$ cat src/rtl/tx_sched_pkg.sv
// Shared types, K-codes and lane-width helpers for the TX ordered-set scheduler.
package tx_sched_pkg;

  typedef enum logic [1:0] {ST_IDLE, ST_DATA, ST_SKP, ST_EIOS} state_e;

  localparam logic [7:0] K_COM = 8'hBC;
  localparam logic [7:0] K_SKP = 8'h1C;
  localparam logic [7:0] K_IDL = 8'h7C;

  typedef struct packed {
    logic [31:0] data;
    logic [3:0]  datak;
  } beat_t;

  // Symbols per cycle; unknown widths fall back to 8-bit operation.
  function automatic logic [2:0] spc_decode(input logic [5:0] w);
    case (w)
      6'd16:   return 3'd2;
      6'd32:   return 3'd4;
      default: return 3'd1;
    endcase
  endfunction

  function automatic logic [2:0] os_beats(input logic [2:0] spc);
    case (spc)
      3'd2:    return 3'd2;
      3'd4:    return 3'd1;
      default: return 3'd4;
    endcase
  endfunction

  function automatic logic [3:0] lane_mask(input logic [2:0] spc);
    case (spc)
      3'd2:    return 4'b0011;
      3'd4:    return 4'b1111;
      default: return 4'b0001;
    endcase
  endfunction

  // Beat idx of a COM + 3-fill ordered set, packed from byte 0 upward.
  function automatic beat_t os_beat(input logic [7:0] fill, input logic [2:0] spc,
                                    input logic [2:0] idx);
    beat_t      b;
    logic [3:0] m;
    m = lane_mask(spc);
    b = '0;
    for (int j = 0; j < 4; j++) begin
      if (m[j]) begin
        b.data[8*j +: 8] = (idx == 3'd0 && j == 0) ? K_COM : fill;
        b.datak[j]       = 1'b1;
      end
    end
    return b;
  endfunction

  function automatic beat_t mask_beat(input beat_t b, input logic [2:0] spc);
    beat_t      r;
    logic [3:0] m;
    m = lane_mask(spc);
    r = '0;
    for (int j = 0; j < 4; j++) begin
      if (m[j]) begin
        r.data[8*j +: 8] = b.data[8*j +: 8];
        r.datak[j]       = b.datak[j];
      end
    end
    return r;
  endfunction

endpackage

$ cat src/rtl/tx_os_scheduler_if.sv
// MAC-side valid/ready stream and PCS-side transmit bus of the ordered-set scheduler.
interface tx_os_scheduler_if;
  logic [31:0] mac_data;
  logic [3:0]  mac_datak;
  logic        mac_valid;
  logic        mac_ready;
  logic [31:0] tx_data;
  logic [3:0]  tx_datak;
  logic        tx_data_en;

  modport master (output mac_data, mac_datak, mac_valid,
                  input  mac_ready, tx_data, tx_datak, tx_data_en);
  modport slave  (input  mac_data, mac_datak, mac_valid,
                  output mac_ready, tx_data, tx_datak, tx_data_en);
endinterface

$ cat src/rtl/tx_skp_timer.sv
// Saturating symbol counter that raises a sticky skp_due once the SKP interval is reached.
module tx_skp_timer
  import tx_sched_pkg::*;
#(
  parameter int SKP_INTERVAL = 1180
) (
  input  logic       PCLK,
  input  logic       Reset_n,
  input  logic       run,
  input  logic       clr,
  input  logic       skp_en,
  input  logic [2:0] spc,
  output logic       skp_due,
  output logic       skp_due_nxt
);

  localparam logic [12:0] THRESH = 13'(SKP_INTERVAL);

  logic [11:0] count_q, count_d;
  logic        skp_due_q, skp_due_d;
  logic [12:0] sum;

  always_comb begin
    sum       = {1'b0, count_q} + {10'd0, spc};
    count_d   = count_q;
    skp_due_d = skp_due_q;
    if (clr) begin
      count_d   = '0;
      skp_due_d = 1'b0;
    end else if (run) begin
      count_d = sum[12] ? 12'hFFF : sum[11:0];
      // Compare on the post-increment value so a late skp_en still fires.
      if (skp_en && sum >= THRESH) skp_due_d = 1'b1;
    end
  end

  always_ff @(posedge PCLK or negedge Reset_n) begin
    if (!Reset_n) begin
      count_q   <= '0;
      skp_due_q <= 1'b0;
    end else begin
      count_q   <= count_d;
      skp_due_q <= skp_due_d;
    end
  end

  assign skp_due     = skp_due_q;
  assign skp_due_nxt = skp_due_d;

endmodule

$ cat src/rtl/tx_os_scheduler.sv
// Arbitrates MAC beats against SKP and EIOS ordered sets in front of the PCS encoder.
module tx_os_scheduler
  import tx_sched_pkg::*;
#(
  parameter int SKP_INTERVAL = 1180
) (
  input  logic             PCLK,
  input  logic             Reset_n,
  input  logic [5:0]       DataBusWidth,
  tx_os_scheduler_if.slave bus,
  input  logic             skp_en,
  input  logic             elec_idle_req,
  output logic             tx_elec_idle,
  output logic             skp_inserted
);

  state_e     state_q, state_d;
  logic [2:0] idx_q, idx_d;
  logic [2:0] spc_q, spc_d;
  logic       eios_due_q, eios_due_d;
  logic       mac_ready_q, mac_ready_d;
  beat_t      tx_q, tx_d;
  logic       data_en_q, data_en_d;
  logic       elec_idle_q, elec_idle_d;
  logic       skp_ins_q, skp_ins_d;

  logic       skp_due, skp_due_nxt, skp_start, skp_clr, accept;
  logic [2:0] beats;
  beat_t      mac_beat;

  assign beats    = os_beats(spc_q);
  assign accept   = bus.mac_valid && mac_ready_q;
  assign mac_beat = mask_beat({bus.mac_data, bus.mac_datak}, spc_q);
  assign skp_clr  = skp_start || (state_d == ST_IDLE);

  tx_skp_timer #(.SKP_INTERVAL(SKP_INTERVAL)) u_timer (
    .PCLK        (PCLK),
    .Reset_n     (Reset_n),
    .run         (state_q == ST_DATA),
    .clr         (skp_clr),
    .skp_en      (skp_en),
    .spc         (spc_q),
    .skp_due     (skp_due),
    .skp_due_nxt (skp_due_nxt)
  );

  // Outputs are registered from the current state, so each ordered-set beat is
  // loaded on the edge that also advances idx.
  always_comb begin
    state_d     = state_q;
    idx_d       = idx_q;
    spc_d       = spc_q;
    eios_due_d  = elec_idle_req;
    tx_d        = '0;
    data_en_d   = 1'b0;
    elec_idle_d = 1'b0;
    skp_ins_d   = 1'b0;
    skp_start   = 1'b0;
    case (state_q)
      ST_IDLE: begin
        elec_idle_d = 1'b1;
        if (!elec_idle_req) begin
          state_d = ST_DATA;
          spc_d   = spc_decode(DataBusWidth);
        end
      end
      ST_DATA: begin
        data_en_d = 1'b1;
        if (eios_due_q) begin
          tx_d    = os_beat(K_IDL, spc_q, 3'd0);
          idx_d   = 3'd1;
          state_d = ST_EIOS;
        end else if (skp_due) begin
          tx_d      = os_beat(K_SKP, spc_q, 3'd0);
          skp_ins_d = 1'b1;
          skp_start = 1'b1;
          idx_d     = 3'd1;
          state_d   = (beats == 3'd1) ? ST_DATA : ST_SKP;
        end else if (accept) begin
          tx_d = mac_beat;
        end
      end
      ST_SKP: begin
        data_en_d = 1'b1;
        tx_d      = os_beat(K_SKP, spc_q, idx_q);
        if (idx_q == beats - 3'd1) state_d = ST_DATA;
        else                       idx_d   = idx_q + 3'd1;
      end
      ST_EIOS: begin
        // Hold EIOS one extra cycle so the last beat is on the wire before idle.
        if (idx_q == beats) begin
          state_d     = ST_IDLE;
          elec_idle_d = 1'b1;
        end else begin
          data_en_d = 1'b1;
          tx_d      = os_beat(K_IDL, spc_q, idx_q);
          idx_d     = idx_q + 3'd1;
        end
      end
      default: state_d = ST_IDLE;
    endcase
    mac_ready_d = (state_d == ST_DATA) && !skp_due_nxt && !eios_due_d;
  end

  always_ff @(posedge PCLK or negedge Reset_n) begin
    if (!Reset_n) begin
      state_q     <= ST_IDLE;
      idx_q       <= '0;
      spc_q       <= 3'd1;
      eios_due_q  <= 1'b0;
      mac_ready_q <= 1'b0;
      tx_q        <= '0;
      data_en_q   <= 1'b0;
      elec_idle_q <= 1'b1;
      skp_ins_q   <= 1'b0;
    end else begin
      state_q     <= state_d;
      idx_q       <= idx_d;
      spc_q       <= spc_d;
      eios_due_q  <= eios_due_d;
      mac_ready_q <= mac_ready_d;
      tx_q        <= tx_d;
      data_en_q   <= data_en_d;
      elec_idle_q <= elec_idle_d;
      skp_ins_q   <= skp_ins_d;
    end
  end

  assign bus.mac_ready  = mac_ready_q;
  assign bus.tx_data    = tx_q.data;
  assign bus.tx_datak   = tx_q.datak;
  assign bus.tx_data_en = data_en_q;
  assign tx_elec_idle   = elec_idle_q;
  assign skp_inserted   = skp_ins_q;

endmodule

$ cat src/flat_wrapper.sv
// flat-port wrapper written by rule: the top's interface ports become plain ports
module tx_os_scheduler_flat import tx_sched_pkg::*;
#(
  parameter int SKP_INTERVAL = 1180
)
  (PCLK, Reset_n, DataBusWidth, skp_en, elec_idle_req, tx_elec_idle, skp_inserted, bus_mac_data, bus_mac_datak, bus_mac_valid, bus_mac_ready, bus_tx_data, bus_tx_datak, bus_tx_data_en);
  tx_os_scheduler_if bus_i ();
  input  logic PCLK;
  input  logic Reset_n;
  input  logic [5:0] DataBusWidth;
  input  logic skp_en;
  input  logic elec_idle_req;
  output logic tx_elec_idle;
  output logic skp_inserted;
  input wire logic [$bits(bus_i.mac_data)-1:0] bus_mac_data;
  input wire logic [$bits(bus_i.mac_datak)-1:0] bus_mac_datak;
  input wire logic [$bits(bus_i.mac_valid)-1:0] bus_mac_valid;
  output wire logic [$bits(bus_i.mac_ready)-1:0] bus_mac_ready;
  output wire logic [$bits(bus_i.tx_data)-1:0] bus_tx_data;
  output wire logic [$bits(bus_i.tx_datak)-1:0] bus_tx_datak;
  output wire logic [$bits(bus_i.tx_data_en)-1:0] bus_tx_data_en;
  assign bus_i.mac_data = bus_mac_data;
  assign bus_i.mac_datak = bus_mac_datak;
  assign bus_i.mac_valid = bus_mac_valid;
  assign bus_mac_ready = bus_i.mac_ready;
  assign bus_tx_data = bus_i.tx_data;
  assign bus_tx_datak = bus_i.tx_datak;
  assign bus_tx_data_en = bus_i.tx_data_en;
  tx_os_scheduler #(.SKP_INTERVAL(SKP_INTERVAL)) u_core (.PCLK(PCLK), .Reset_n(Reset_n), .DataBusWidth(DataBusWidth), .bus(bus_i), .skp_en(skp_en), .elec_idle_req(elec_idle_req), .tx_elec_idle(tx_elec_idle), .skp_inserted(skp_inserted));
endmodule
$ cat config.mk
export PLATFORM = sky130hd
export DESIGN_NAME = tx_os_scheduler_flat
export DESIGN_NICKNAME = d
export VERILOG_FILES = /design/src/rtl/tx_sched_pkg.sv /design/src/rtl/tx_os_scheduler_if.sv /design/src/rtl/tx_skp_timer.sv /design/src/rtl/tx_os_scheduler.sv /design/src/flat_wrapper.sv
export SDC_FILE = /design/constraint.sdc
export NUM_CORES = 1
export LEC_CHECK = 0
export CORE_ASPECT_RATIO = 1.2
export CORE_UTILIZATION = 50
export DETAILED_ROUTE_END_ITERATION = 10
export GPL_TIMING_DRIVEN = 0
export HOLD_SLACK_MARGIN = 0.03
export PLACE_DENSITY = 0.83
export RECOVER_POWER = 50
export SYNTH_ARGS = -nofsm -noshare
export SYNTH_HDL_FRONTEND = slang
export SYNTH_SLANG_ARGS = --single-unit
$ cat constraint.sdc
create_clock -name PCLK -period 2.7 [get_ports PCLK]
set_input_delay 0.27 -clock PCLK [delete_from_list [all_inputs] [get_ports PCLK]]
set_output_delay 0.27 -clock PCLK [all_outputs]
set_load 0.005 [all_outputs]
==> summary.md <==
| Metric | Value |
|---|---|
| Power share of the combinational group | a little over two fifths |
| Die height | approximately 93 um |
| Most used flip-flop cell after synthesis | dfrtp_1 |
| Input/output buffers | 86 |
| Nets | 539 |
| Synth Instances | ~380 |
| I/O pin cnt | 87 |
| Seq cells post-synth | slightly above 60 |
| Synth-to-Final Area Change | 35.4% |
| Share of cells above drive strength 1 | a little over a tenth |
| Buf+Inv Stages, Crit Path | 0 |
| CTS tree | yes |
| First-iteration detailed-routing DRC count | around 180 |
| Post-synthesis sequential area ratio | 44.6% |
| Critical Path Fanout Max | 7 |
| Clock share of power | about 24% |
| Slowest Stage Delay on Critical Path | 0.46 ns |
| Die width | around 78 um |
| LEAKAGE | approximately 2.1 nW |
| Slew headroom | between 7 and 8% |
| Final hold violation count | 0 |
| Number of synthesized flops with an enable pin | 0 |
| Unrepaired setup endpoints after global routing | false |
| Initial antenna violation count | 0 |
| Reg clk slew, reported paths | about 0.07 ns |
| GR Overflow Total | 0 |
| Clk sinks | 62 |
| CP required | 2.93 ns |
| Switching power | between 1 and 1.5 mW |
| Core area | roughly 6600 um^2 |
| Top Family by Delay on Critical Path | compound AO/OA/AOI/OAI gates |
| Drt total wl | 9050 um |
| Placement row count | 32 |
| Synth warn | 0 |
| Post-route DRC | 0 |
| Number of CTS-inserted buffers | 9 |
| Placed Cells | 554 |
| Global-route wire length before repair | around 15,000 um |
| Pint | roughly 2.2 mW |
| Max Clk Rate | between 300 and 400 MHz |
| Slew at the pin closest to its max-slew limit | 1.39 ns |
| WL per Instance | between 15 and 20 um |
| Worst path arrival time | between 2 and 3 ns |
| Slowest cell on crit path | fa_1 |
| Max-slew violations | 0 |
| Root Driver | clkbuf_8 |
| CTS H-tree lvls | 3 |
| Pwr dens | 739 nW/um^2 |
| Register share of total power | approximately a third |
| Hold path start | bus_mac_data[17] |
| Commonest cells after routing, fill and taps aside | clkdlybuf4s50_1, nand2_1, dfrtp_1 |
| Max rail drop VDD | ~570 uV |
| Diodes inserted | 0 |
| Via count | around 3,200 |
| Cell Area, Synth | about 3500 um^2 |
| Router iterations before antenna repair | 4 |
| Sw frac | 38.0% |
| CP Capture Type | flop |
| Crit path kind | reg -> reg |
| Final setup viols | 0 |
| Worst R2R Start | u_core.u_timer.count_q[0] |
| Status | finished clean |
| Worst skew pair latency | 0.34 ns |
| Fin area | 4710 um^2 |
| Antenna-violating nets left | 0 |
| Vias per cell | 5.69 |
| Tmin final | ~2.6 ns |
| Critical Path Start Type | flop |
| Placement Cell Area | ~4500 um^2 |
| Crit path launch | u_core.u_timer.count_q[0] |
| Library cells used by synthesis | 62 |
| Sequence of cells on the critical path | ha_1 > fa_1 > a21oi_2 > nor4bb_1 > nor3_1 > o21ai_0 > a32oi_1 > and3_1 |
| FFs w/ async S/R, synth | between 90% and 100% |
| Largest net degree at the start of global routing | 39 |
| Hold Crit Class | in -> reg |
| Skew final | 0.00874 ns |
| Post-Layout Cell Count | approximately 570 |
| DP HPWL | 6550 um |
| Syn nets | 440 |
| Worst-case clock buffer depth | 2 |
| Commonest non-fill, non-tap cell in the layout | clkdlybuf4s50_1 |
| Initial Util | between 50 and 60% |
| Max Cap Viol | 0 |
| Final period utilization | roughly 96% |
| Full die area | 7300 um^2 |
| GP Congestion | roughly 0.91 |
| Mean Syn Cell Area | between 9 and 10 um^2 |
| Vias in the first global route | ~3,200 |
| Total GRT Usage | between 20% and 30% |
-- logic make-up (layout without fill, tap and decap cells) --
logic type / after synthesis / count (layout) / synth area share (%)
simple gates: 164 / 164 / 24.9
compound gates: 106 / 106 / 20.2
flops: 62 / 62 / 44.6
buf+inv: 30 / 134 / 3.59
fa+ha+maj: 11 / 11 / 4.17
xor+xnor: 5 / 5 / 1.26
mux: 4 / 4 / 1.22
-- metrics by stage --
step	total power, mW	worst slack, ns	utilization [%]	hold WS [ns]	setup TNS [ns]
floorplan	2.17	0.228	-	-0.0256	0
global placement	2.59	-0.567	67.7	0.559	-34.81
detailed placement	2.63	-0.151	68.0	0.298	-1.57
CTS	3.48	0.0359	71.4	0.478	0
global route	3.70	0.00163	71.8	0.491	0
finish	3.48	0.115	71.8	0.484	0
-- per-layer routing --
layer / wire length [um] / share of wire (%) / vias up / track usage, %
met4: 154 / 1.7 / 0 / 9.26
met5: 0 / 0 / - / 0
met3: 707 / 7.8 / 15 / 5.27
met1: 3540 / 39 / 1526 / 28.8
li1: - / - / 1554 / -
met2: 4640 / 51 / 154 / 47.2
-- registers in the layout, indices dropped and copies added, names as in the netlist --
name,count
u_core.bus.tx_data,32
u_core.bus.tx_datak,4
u_core.idx_q,3
u_core.tx_elec_idle,1
u_core.bus.mac_ready,1
u_core.skp_inserted,1
u_core.u_timer.count_q,12
u_core.u_timer.skp_due,1
u_core.state_q,2
u_core.eios_due_q,1
u_core.spc_q,3
u_core.bus.tx_data_en,1
-- layout make-up --
type,count,area [um^2]
Fill cell,503,1850
Tap cell,85,106
Inverter,12,45.0
Clock inverter,5,57.6
Buffer,18,82.6
Sequential cell,62,1550
Timing Repair Buffer,88,885
Multi-Input combinational cell,290,1830
Clock buffer,11,151
-- repair_timing --
item	4_1_cts	5_1_grt
endpoints found under the setup margin	12	19
pin swaps	0	1
buffers inserted	0	0
hold buffers	1	0
hold endpoints to repair	22	0
resized for setup	2	5
gates cloned	0	0
-- Yosys cell counts (6+ instances only) --
cell type	instances	area, um^2
and3_1	7	43.8
o22ai_1	9	56.3
dfrtp_1	60	1500
nor2b_1	9	56.3
nor3_2	9	90.1
nand2b_1	10	62.6
o21ai_0	17	85.1
nor3_1	6	30.0
a21oi_1	36	180
inv_1	12	45.0
clkbuf_1	10	37.5
and2_1	9	56.3
o21a_1	7	52.6
o211ai_1	6	45.0
ha_1	10	125
nand2_1	62	233
nor2_1	22	82.6
-- power groups by stage --
| stage | sequential (mW) | clock [mW] | combinational, mW |
|---|---|---|---|
| after floorplan | 1.16 | 0 | 1.00 |
| after global placement | 1.17 | 0 | 1.41 |
| after detailed placement | 1.18 | 0 | 1.45 |
| after CTS | 1.17 | 0.852 | 1.46 |
| after global routing | 1.18 | 0.896 | 1.62 |
| final | 1.17 | 0.847 | 1.47 |
-- final timing paths --
| kind | to | slack [ns] | cells after the start |
|---|---|---|---|
| setup / recovery | u_core.u_timer.skp_due | 0.11 | 8 |
| hold / removal | u_core.bus.tx_data[17] | 0.48 | 2 |
| setup reg to reg | u_core.u_timer.skp_due | 0.11 | 8 |
| hold reg to reg | u_core.u_timer.count_q[0] | 0.57 | 2 |
| max in group asynchronous | u_core.state_q[0] | 1.08 | 3 |
| min in group asynchronous | u_core.bus.tx_data[27] | 0.78 | 2 |
Power figures use the tool's default switching activity.
